--- src/rtl/sram_burst.sv ---
// Small register-file SRAM with an address register, single-word read/write
// and an auto-incrementing read burst engine.
module sram_burst #(
  parameter int DW = 8,
  parameter int AW = 2
) (
  input  logic          clk,
  input  logic          rst,
  input  logic          okay,
  input  logic          ldar,
  input  logic          rw,
  input  logic          inc,
  input  logic [AW-1:0] address,
  input  logic [AW:0]   blen,
  input  logic [DW-1:0] datain,
  output logic [DW-1:0] dataout,
  output logic          dvalid,
  output logic          busy,
  output logic          err,
  output logic [AW-1:0] addr_q
);

  localparam int DEPTH = 2 ** AW;
  localparam logic [AW:0] MAX_LEN = (AW+1)'(DEPTH);
  localparam logic [AW:0] ONE_LEN = (AW+1)'(1'b1);
  localparam logic [AW-1:0] ONE_ADDR = AW'(1'b1);

  typedef enum logic {
    IDLE  = 1'b0,
    BURST = 1'b1
  } state_t;

  state_t        state_q;
  logic [AW:0]   blen_q;
  logic [AW:0]   cnt_q;
  logic [AW:0]   eff_len_d;
  logic [DW-1:0] mem_q [DEPTH];

  // Effective burst length: zero means one word, oversize clamps to full depth.
  always_comb begin
    eff_len_d = blen_q;
    if (blen_q == {(AW+1){1'b0}}) begin
      eff_len_d = ONE_LEN;
    end else if (blen_q > MAX_LEN) begin
      eff_len_d = MAX_LEN;
    end else begin
      eff_len_d = blen_q;
    end
  end

  // Command FSM, memory array and all registered outputs.
  always_ff @(posedge clk or posedge rst) begin
    if (rst) begin
      state_q <= IDLE;
      addr_q  <= {AW{1'b0}};
      blen_q  <= {(AW+1){1'b0}};
      cnt_q   <= {(AW+1){1'b0}};
      dataout <= {DW{1'b0}};
      dvalid  <= 1'b0;
      busy    <= 1'b0;
      err     <= 1'b0;
      for (int i = 0; i < DEPTH; i++) begin
        mem_q[i] <= {DW{1'b0}};
      end
    end else begin
      dvalid <= 1'b0;
      err    <= 1'b0;
      case (state_q)
        IDLE: begin
          busy <= 1'b0;
          if (okay) begin
            if (ldar) begin
              addr_q <= address;
              blen_q <= blen;
            end else if (!rw) begin
              mem_q[addr_q] <= datain;
              addr_q        <= addr_q + AW'(inc);
            end else begin
              dataout <= mem_q[addr_q];
              dvalid  <= 1'b1;
              if (eff_len_d == ONE_LEN) begin
                addr_q <= addr_q + AW'(inc);
              end else begin
                // Word 0 leaves now; the remaining L-1 words stream from BURST.
                addr_q  <= addr_q + ONE_ADDR;
                cnt_q   <= eff_len_d - ONE_LEN;
                state_q <= BURST;
                busy    <= 1'b1;
              end
            end
          end
        end
        BURST: begin
          dataout <= mem_q[addr_q];
          dvalid  <= 1'b1;
          addr_q  <= addr_q + ONE_ADDR;
          cnt_q   <= cnt_q - ONE_LEN;
          err     <= okay;
          if (cnt_q == ONE_LEN) begin
            state_q <= IDLE;
            busy    <= 1'b0;
          end else begin
            state_q <= BURST;
            busy    <= 1'b1;
          end
        end
        default: begin
          state_q <= IDLE;
          busy    <= 1'b0;
        end
      endcase
    end
  end

endmodule

--- config.mk ---
export PLATFORM = sky130hd
export DESIGN_NAME = sram_burst
export DESIGN_NICKNAME = d
export VERILOG_FILES = /design/src/rtl/sram_burst.sv
export SDC_FILE = /design/constraint.sdc
export NUM_CORES = 1
export LEC_CHECK = 0
export BUFFER_PORTS_ARGS = -buffer_cell sky130_fd_sc_hd__clkbuf_2
export CAP_MARGIN = 20
export CORE_ASPECT_RATIO = 1.4
export CORE_UTILIZATION = 50
export CTS_CLUSTER_SIZE = 12
export DETAILED_ROUTE_END_ITERATION = 12
export GPL_TIMING_DRIVEN = 0
export PLACE_DENSITY = 0.7
export SYNTH_ARGS = -nofsm -noshare
export SYNTH_HDL_FRONTEND = slang
export SYNTH_SLANG_ARGS = --single-unit
--- constraint.sdc ---
create_clock -name clk -period 2.4 [get_ports clk]
set_clock_uncertainty 0.2 [all_clocks]
set_input_delay 0.24 -clock clk [delete_from_list [all_inputs] [get_ports clk]]
set_output_delay 0.24 -clock clk [all_outputs]
set_load 0.01 [all_outputs]
======== Word level (Yosys, flattened, before mapping) ========
Cells that the tools add are included.
word-level totals
  register bits after elaboration ......... 51
  input port bits ......................... 19
  output and inout port bits .............. 13
  word-level logic and storage cells ...... 67
cells by class
  add/subtract/negate cells ............... 4
  $lt $le $gt $ge ......................... 3
  equality and inequality tests ........... 6
  mux-type cells .......................... 33
  bitwise operators ....................... 4
  reduce and logical (&&, ||, !) cells .... 6
operators by type and width
  cell                   number
  $mux W8                6
  $bwmux W32             1
  $mux W3                6
  $bmux W8 S2            1
  $demux W8 S2           1
  $pmux W8 S2            1
  $mux W1                9
  $mux W2                4
  $ne A2 B2 Y1 const B   4
  $reduce_and A4 Y1      2
  $eq A3 B1 Y1 const B   2
  $pmux W3 S2            1
  $reduce_and A3 Y1      2
  $sub A3 B1 Y3 const B  2
  $pmux W1 S2            2
  $pmux W2 S2            1
  $ge A3 B3 Y1 const B   1
  $gt A3 B3 Y1 const B   1
  $logic_not A3 Y1       1
  $lt A3 B1 Y1 const B   1
  $not A1 Y1             3
  $not A2 Y3             1
  $add A2 B1 Y2          1
  $add A2 B1 Y2 const B  1
  $logic_and A1 B1 Y1    1

======== Logic depth before layout (Yosys ltp) ========
Gate-level depths: netlist of run 1.
  word-level depth ........................ 9
  gate-level depth with buffers ........... 8
  depth with buffers taken out ............ 7

======== Worst setup path before layout of run 1 ========
Ideal clock, no wire load.
  path kind ............................... register -> register
  start point ............................. register blen_q[2]
  end point ............................... register cnt_q[2]
  setup time .............................. 0.126 ns
  data arrival time ....................... 1.556 ns
  data required time ...................... 2.074 ns
  path slack .............................. 0.518 ns
  cell stages (with the launch flop) ...... 8
  buffers on the path ..................... 1
  period minus slack after synthesis ...... 1.882 ns
  path through ............................ dfrtp_1 nand2b_1 ha_1 nand2b_2 and4_1 buf_2 mux2i_1 a221o_1
on the way
  word-level cells in the longest chain between the ends .. 9
  elaborated cells between the ends (all ways) .. 13
  those cells by class .................... 1 x add/sub; 1 x order compare; 2 x eq/ne; 7 x mux; 2 x reduce/logical
RTL lines
  item                      line  RTL
  start: declaration        34    logic [AW:0] blen_q;
  start signal: assignment  56    blen_q <= {(AW+1){1'b0}};
  start signal: assignment  74    blen_q <= blen;
  $gt A3 B3 Y1              44    end else if (blen_q > MAX_LEN) begin
  $mux W3                   44
  $mux W3 *                 42    if (blen_q == {(AW+1){1'b0}}) begin
  $sub A3 B1 Y3             86    cnt_q <= eff_len_d - ONE_LEN;
  $mux W3                   81    if (eff_len_d == ONE_LEN) begin
  $mux W3                   75    end else if (!rw) begin
  $mux W3                   72    if (ldar) begin
  $mux W3                   71    if (okay) begin
  $pmux W3 S2               68    case (state_q)
  end signal: assignment    57    cnt_q <= {(AW+1){1'b0}};
  end signal: assignment    86
  end signal: assignment    97    cnt_q <= cnt_q - ONE_LEN;
  end: declaration          35    logic [AW:0] cnt_q;
Every way passes the cells marked *; elsewhere a longest branch is shown, timed or not. The select of a mux whose other input is x is not followed.
A chain may end at the register's enable or synchronous reset.

======== Final worst setup path of run 1 ========
  start point ............................. register addr_q[0]
  end point ............................... register addr_q[1]
on the way
  word-level cells in the longest chain between the ends .. 6
  elaborated cells between the ends (all ways) .. 7
  those cells by class .................... 2 x add/sub; 5 x mux
RTL lines
  item                                     line  RTL
  start: declaration                       20    output logic [AW-1:0] addr_q
  start signal: assignment                 55    addr_q <= {AW{1'b0}};
  start signal: assignment                 73    addr_q <= address;
  start signal: assignment                 77    addr_q <= addr_q + AW'(inc);
  $add A2 B1 Y2, on equally long branches  --
  $mux W2                                  81
  $mux W2                                  75
  $mux W2                                  72
  $mux W2                                  71
  $pmux W2 S2 *                            68
Marked as above.

==> results.toml, run 1 <==
[status]
status = "finished, final reports clean"

[timing]
fin_crit_ns = 2.11
slew_violations = 0
slew_headroom = 0.533
worst_slew_pin_slew_ns = 0.698
hold_violations = 0
fmax_mhz = 473
fin_crit_sh = 0.881
tns_ns = 0
grt_setup_unrepaired = "no"
setup_viol = 0

[setup_path]
crit_fanout = 9
crit_slowest_cell = "dfrtp_1"
slowest_delay_ns = 0.45
path_class = "reg -> reg"
cp.arrival_ns = 2.09
cp-start-kind = "flip-flop"
end_kind = "flip-flop"
crit_required_ns = 2.37
crit_chain = "buf_2 -> inv_1 -> ha_1 -> and3_1 -> o211ai_1 -> a21oi_1"

[floorplan]
design.die.area_um2 = 5150
die_w_um = 60.9
die_h_um = 84.5
io_pins = 32
start_util = 0.527
core_region_area_um2 = 4610
rows = 29

[routing]
vias_per_cell = 5.43
drc = 0
drtIter0Drc = 34
vias = 1455
wl_per_cell_um = 16.6
routed_wl_um = 4450
first_pass_iters = 4
ant_nets = 0

[layout]
nNetsFinal = 233
areaGrowthSynthToFinish_pct = 16.1
drive_above_1_share = 0.500
multi_input_area_um2 = 1090
antenna_cells = 0
regArea_um2 = 1280
fillers = 376

[clocking]
cts.clk_slew.worst_paths_ns = 0.09
clock-sinks = 51
cts_setup_buffers = 0
postCtsResizedCells = 0
postCtsHoldBufs = 4
cts_root_buffer = "clkbuf_8"
cts.path.max_buffers = 2
tritoncts = "done"
numCtsBuffers = 5
insertion_delay_ns = 0.29
ctsHtreeMaxLevel = 2

[pwr]
power.leakage_nw = 1.39
powerDensity_nw_per_um2 = 1230
ir_worst_vdd_mv = 0.563
p_total_mw = 3.47

[synth]
synth_area_per_cell_um2 = 14.9
ys_seq_area_frac = 0.525
yosys-top-cells-area = "dfrtp_1 53%, mux2_2 19%, mux4_2 7.4%, ha_1 4.6%, mux2i_1 2.1%"
synth_nets = 191
syn_area_um2 = 2430
yosysWarnings = 0
yosysTopAreaCell = "dfrtp_1"
netlist.area_leader.share = 0.525
ys_ff_latch = 51
synthCells = 163
yosysUniqueCellTypes = 32

[global_route]
antenna_found_initial = 0
grt_max_degree = 35
grt_remaining_overflow = 0
grt_pass1_wl_um = 7590
grtUsageTotal = 0.205
grt_pass1_vias = 1611

[worst_hold_path]
worst_hold_path_type = "in -> reg"

[job]
max_cap_violations = 0

[place]
gp_congestion = 0.842
port_buffers = 30
dp_hpwl_um = 3340
where the power goes:
part / switching (mW) / internal (mW) / total (mW) / leakage, nW
Sequential: 0.229 / 1.26 / 1.49 / 0.638
Clock: 0.269 / 0.262 / 0.531 / 0.0505
Combinational: 0.621 / 0.822 / 1.44 / 0.697
path summary, 6_finish.rpt:
check	depth (start not counted)	end	start	slack, ns
worst max-delay path	6	addr_q[1]	addr_q[0]	0.29
worst min-delay path	2	mem_q[24]	datain[0]	0.01
worst max register to register	6	addr_q[1]	addr_q[0]	0.29
worst min register to register	1	mem_q[12]	mem_q[12]	0.31
max in group asynchronous	4	addr_q[0]	rst	1.23
min in group asynchronous	3	blen_q[0]	rst	0.26
state kept, by name, indices dropped and copies added (netlist names):
name     flops
addr_q       2
blen_q       3
cnt_q        3
dataout      8
dvalid       1
err          1
mem_q       32
state_q      1
logic make-up after synthesis:
kind of cell / after synthesis / share of synthesized area
flip-flops: 51 / 0.525
adder cells (fa/ha/maj): 9 / 0.0463
AO/OA/AOI/OAI: 12 / 0.0360
AND/OR/NAND/NOR: 19 / 0.0633
XOR/XNOR: 2 / 0.00721
buffers and inverters: 14 / 0.0247
multiplexers: 56 / 0.297
routing by layer:
layer,wire [um],GRT usage,part of all wire,vias up
met5,0,0,0,-
met4,62,0.0661,0.014,0
met3,136,0.0385,0.031,6
met2,2410,0.355,0.54,32
met1,1840,0.250,0.41,747
li1,-,-,-,670
Yosys cell counts:
cell type / instances
a21boi_0: 1
a21oi_1: 5
a221o_1: 1
a311oi_1: 2
a31oi_2: 1
and2_1: 1
and3_1: 1
and4_1: 1
buf_2: 3
buf_4: 1
clkbuf_1: 1
dfrtp_1: 51
ha_1: 9
inv_1: 9
mux2_1: 1
mux2_2: 40
mux2_4: 2
mux2i_1: 5
mux4_2: 8
nand2_4: 4
nand2b_1: 1
nand2b_2: 1
nand2b_4: 1
nor2_1: 3
nor2b_1: 2
nor3_1: 1
nor3_4: 1
nor3b_1: 1
o211ai_1: 1
o31ai_1: 1
or2_2: 1
xnor2_1: 2
worst max-delay path: cells and delay by family, from the launching register on:
kind,cells,cell delay (ns)
flops,1,0.45
compound gates,2,0.27
simple gates,1,0.18
fa+ha+maj,1,0.34
buf+inv,2,0.54
area by class of cell:
class,count,area share
inverter,9,0.0120
multi-input combinational,98,0.388
sequential,51,0.452
buffer,5,0.00931
clock buffer,7,0.0341
timing repair buffer,35,0.0745
clock inverter,1,0.00266
tap,62,0.0275
stage by stage:
stage	hold slack (ns)	util	setup WS, ns	area [um2]	std cells
after global placement	0.269	0.577	0.241	2660	255
final	0.0108	0.612	0.285	2820	268
after floorplan	0.172	-	0.518	2430	163
after global routing	0.0243	0.612	0.127	2820	268
after CTS	0.00931	0.612	0.266	2820	268
after detailed placement	0.0374	0.581	0.282	2680	256
layout by cell type (no fill, tap or decap), types with 2 or more instances in the layout:
cell type	Yosys	routed
dfrtp_1	51	51
mux2_2	40	40
clkbuf_2	0	30
ha_1	9	9
mux4_2	8	8
inv_1	9	8
clkbuf_8	0	7
a21oi_1	5	5
mux2i_1	5	5
nand2_4	4	4
dlygate4sd3_1	0	4
buf_2	3	3
nor2_1	3	3
a311oi_1	2	2
mux2_4	2	2
nor2b_1	2	2
xnor2_1	2	2
(Power assumes the default switching activity.)
==> run 2: changes to the inputs <==
--- a/config.mk
+++ b/config.mk
@@ -9,6 +9,7 @@
 export CAP_MARGIN = 20
 export CORE_ASPECT_RATIO = 1.4
 export CORE_UTILIZATION = 50
+export CTS_BUF_LIST = sky130_fd_sc_hd__clkbuf_4
 export CTS_CLUSTER_SIZE = 12
 export DETAILED_ROUTE_END_ITERATION = 12
 export GPL_TIMING_DRIVEN = 0
==> constraint.sdc (replaced) <==
create_clock -name clk -period 2.29 [get_ports clk]
set_clock_uncertainty 0.2 [all_clocks]
set_input_delay 0.229 -clock clk [delete_from_list [all_inputs] [get_ports clk]]
set_output_delay 0.229 -clock clk [all_outputs]
set_load 0.01 [all_outputs]
==> results.toml, run 2 (synthesized netlist as in run 1, its figures left out) <==
[worst_hold_path]
min_to = "addr_q[1]"
whs_path_depth = 3
hp-start = "ldar"
worst_hold_path_type = "in -> reg"

[routing]
wl_per_cell_um = 16.1
drc = 0
routed_wl_um = 4500
first_pass_iters = 5
drtIter0Drc = 37
vias_per_cell = 5.35
ant_nets = 0
vias = 1493

[layout]
top_regs = "mem_q (32), dataout (8)"
largest_register = "mem_q"
largest_reg_flops = 32
areaGrowthSynthToFinish_pct = 18.5
final_common_cell = "dfrtp_1"
antenna_cells = 0
final_area_um2 = 2880
nNetsFinal = 244
final_cell_mix = "51 x dfrtp_1, 40 x mux2_2, 30 x clkbuf_2, 15 x dlygate4sd3_1, 9 x ha_1"
drive_above_1_share = 0.465

[place]
dp_hpwl_um = 3340
dpl_cell_area_um2 = 2680
preCtsSetupSlack_ns = 0.172
gp_congestion = 0.842
port_buffers = 30

[timing]
grt_setup_unrepaired = "no"
fmax_mhz = 472
fin_crit_ns = 2.12
hold_violations = 0
slew_headroom = 0.534
fin_ws_ns = 0.172
fin_crit_sh = 0.925
worst_slew_pin_slew_ns = 0.697
slew_violations = 0
tns_ns = 0
setup_viol = 0

[global_route]
grt_max_degree = 35
grt_pass1_wl_um = 7670
antenna_found_initial = 0
grtUsageTotal = 0.207
grt_pass1_vias = 1628
grt_remaining_overflow = 0

[clocking]
tritoncts = "done"
insertion_delay_ns = 0.34
numCtsBuffers = 5
cts_root_buffer = "clkbuf_4"
cts.clk_slew.worst_paths_ns = 0.13
clock-sinks = 51
ctsHtreeMaxLevel = 2
cts.path.max_buffers = 2

[status]
status = "finished, final reports clean"

[floorplan]
core_region_area_um2 = 4610
die_w_um = 60.9
rows = 29
die_h_um = 84.5
design.die.area_um2 = 5150
io_pins = 32
start_util = 0.527

[setup_path]
cp-start-kind = "flip-flop"
crit_required_ns = 2.32
crit_fanout = 9
cp.arrival_ns = 2.15
path_class = "reg -> reg"
r2r_start = "addr_q[0]"
r2r-end = "addr_q[1]"
end_kind = "flip-flop"
r2r_cells = 6
r2r_slack_ns = 0.17

[pwr]
power.leakage_nw = 1.41
ir_worst_vdd_mv = 0.636
powerDensity_nw_per_um2 = 1200

[job]
max_cap_violations = 0
[run 2: critical path, cell delays in order, from the launching register on]
cell and delay [ns]:
dfrtp_1 0.47, buf_2 0.36, inv_1 0.18, ha_1 0.34, and3_1 0.18, o211ai_1 0.19, a21oi_1 0.09
[run 2: how the worst max path moves through the flow]
stage	start	endpoint	slack (ns)	cells after the start
final	addr_q[0]	addr_q[1]	0.17	6
after global routing	addr_q[0]	addr_q[1]	0.003	6
after CTS	addr_q[0]	addr_q[1]	0.15	6
after detailed placement	addr_q[0]	addr_q[1]	0.17	6
after global placement	rst	dataout[0]	0.14	2
after floorplan	blen_q[2]	cnt_q[2]	0.41	7
[run 2: metal layers]
layer / GRT usage / wire length [um] / vias up
met5: 0 / 0 / -
met2: 0.359 / 2470 / 28
met4: 0.0661 / 64 / 0
li1: - / - / 698
met3: 0.0385 / 123 / 4
met1: 0.255 / 1840 / 763
[run 2: cell type report]
class,count,area (um2)
fill,373,1730
sequential,51,1280
multi-input combinational,98,1090
timing repair buffer,46,320
tap,62,77.6
clock buffer,5,37.5
inverter,9,33.8
buffer,5,26.3
clock inverter,3,15.0
[run 2: repair_timing]
action | in CTS | in global routing
endpoints found under the setup margin | 0 | 0
buffers inserted | 0 | 0
resized for setup | 0 | 0
hold buffers | 15 | 0
endpoints found under the hold margin | 89 | 0
[run 2: stage by stage]
stage / cells / power [mW] / util / hold slack [ns]
CTS: 279 / 3.51 / 0.625 / 0.0586
finish: 279 / 3.47 / 0.625 / 0.0829
detailed placement: 256 / 3.11 / 0.581 / 0.0264
floorplan: 163 / 2.69 / - / 0.161
global placement: 255 / 2.98 / 0.577 / 0.263
global route: 279 / 3.73 / 0.625 / 0.0968
[run 2: power breakdown]
part / internal [mW] / leakage (nW) / switching (mW)
combinational: 0.873 / 0.743 / 0.652
sequential: 1.32 / 0.638 / 0.243
clock: 0.113 / 0.0263 / 0.263
total: 2.31 / 1.41 / 1.16
==> run 3: changes to the inputs <==
--- a/config.mk
+++ b/config.mk
@@ -5,7 +5,7 @@
 export SDC_FILE = /design/constraint.sdc
 export NUM_CORES = 1
 export LEC_CHECK = 0
-export BUFFER_PORTS_ARGS = -buffer_cell sky130_fd_sc_hd__clkbuf_2
+export BUFFER_PORTS_ARGS = -buffer_cell sky130_fd_sc_hd__buf_2
 export CAP_MARGIN = 20
 export CORE_ASPECT_RATIO = 1.4
 export CORE_UTILIZATION = 50
@@ -13,6 +13,7 @@
 export CTS_CLUSTER_SIZE = 12
 export DETAILED_ROUTE_END_ITERATION = 12
 export GPL_TIMING_DRIVEN = 0
+export HOLD_SLACK_MARGIN = 0.03
 export PLACE_DENSITY = 0.7
 export SYNTH_ARGS = -nofsm -noshare
 export SYNTH_HDL_FRONTEND = slang
==> results.toml, run 3 (synthesized netlist as in run 1, its figures left out) <==
[status]
status = "finished, final reports clean"

[global_route]
grt_util_met3 = 0.0493
antenna_found_initial = 0
grt_pass1_vias = 1611
gr-usage-met1 = 0.235
grt.busiest_layer = "met2"
grt_remaining_overflow = 0
grt_pass1_wl_um = 7510
grtUsageTotal = 0.205
grt_max_degree = 35
use_met2 = 0.360

[timing]
fin_crit_sh = 0.896
fin_crit_ns = 2.05
grt_setup_unrepaired = "no"
slew_headroom = 0.528
setup_viol = 0
fin_ws_ns = 0.239
worst_slew_pin_slew_ns = 0.706
slew_violations = 0
tns_ns = 0
fmax_mhz = 488
hold_violations = 0

[routing]
drc = 0
wl_per_cell_um = 16.7
drtIter0Drc = 34
vias = 1498
vias_per_cell = 5.39
first_pass_iters = 4
routed_wl_um = 4630
ant_nets = 0

[setup_path]
path_class = "reg -> reg"
cp-start-kind = "flip-flop"
end_kind = "flip-flop"
crit_fanout = 9
cp.arrival_ns = 2.09
crit_required_ns = 2.33

[layout]
drive_above_1_share = 0.472
largest_reg_flops = 32
areaGrowthSynthToFinish_pct = 19.6
largest_register = "mem_q"
antenna_cells = 0
nNetsFinal = 244
fillers = 391
final_common_cell = "dfrtp_1"
final_area_um2 = 2910
final_cell_mix = "51 x dfrtp_1, 40 x mux2_2, 32 x buf_2, 15 x dlygate4sd3_1, 9 x ha_1"
top_regs = "mem_q (32), dataout (8)"

[place]
preCtsSetupSlack_ns = 0.138
gp_congestion = 0.843
dpl_cell_area_um2 = 2680
port_buffers = 30
dp_hpwl_um = 3380

[job]
max_cap_violations = 0

[clocking]
clock-sinks = 51
cts.path.max_buffers = 2
cts_setup_buffers = 0
cts.clk_slew.worst_paths_ns = 0.12
numCtsBuffers = 5
tritoncts = "done"
cts_root_buffer = "clkbuf_4"
insertion_delay_ns = 0.35
ctsHtreeMaxLevel = 2

[floorplan]
die_h_um = 84.5
die_w_um = 60.9
io_pins = 32
design.die.area_um2 = 5150
start_util = 0.527
core_region_area_um2 = 4610
rows = 29

[pwr]
power.leakage_nw = 1.42
ir_worst_vdd_mv = 0.627
powerDensity_nw_per_um2 = 1240

[worst_hold_path]
worst_hold_path_type = "in -> reg"
==> run 3: path summary, 6_finish.rpt <==
kind	startpoint	end	slack [ns]	depth (start not counted)
max reg2reg	addr_q[0]	addr_q[1]	0.24	6
min in group asynchronous	rst	mem_q[8]	0.18	3
min reg2reg	dataout[3]	dataout[3]	0.31	1
min	ldar	addr_q[1]	0.07	3
max in group asynchronous	rst	mem_q[2]	1.19	4
max	addr_q[0]	addr_q[1]	0.24	6
==> run 3: layout make-up <==
type                    count  area (um2)  area share
well taps                  62        77.6      0.0267
multi-input cells          98        1090       0.376
repair buffers             46         320       0.110
inverters                   9        33.8      0.0116
plain buffers               5        28.8     0.00991
clock inverters             1        30.0      0.0103
flip-flops and latches     51        1280       0.439
clock buffers               6        45.0      0.0155
==> run 3: power by group <==
part / switching, mW / internal (mW) / total [mW]
Sequential: 0.241 / 1.32 / 1.56
Clock: 0.252 / 0.237 / 0.490
Combinational: 0.660 / 0.880 / 1.54
Total: 1.15 / 2.44 / 3.59
==> run 3: stage by stage <==
step	hold WS, ns	power [mW]	cells	utilization
after floorplan	0.161	2.69	163	-
after global placement	0.263	2.98	255	0.577
after detailed placement	0.0425	3.12	256	0.581
after CTS	0.0626	3.63	278	0.630
after global routing	0.0731	3.85	278	0.630
final	0.0686	3.59	278	0.630
==> run 3: routing by layer <==
metal	vias to the layer above	wire (um)
li1	691	-
met1	765	1840
met2	32	2570
met3	10	137
met4	0	79
met5	-	0
==> run 3: critical path, stage by stage, from the launching register on <==
cell,delay (ns)
dfrtp_1,0.47
clkbuf_4,0.31
inv_1,0.15
ha_1,0.33
and3_1,0.19
o211ai_1,0.19
a21oi_1,0.09
==> run 3: repair_timing <==
action,4_1_cts,5_1_grt
setup endpoints to repair,0,1
endpoints found under the hold margin,89,0
gates resized for setup,0,1
hold buffers,15,0
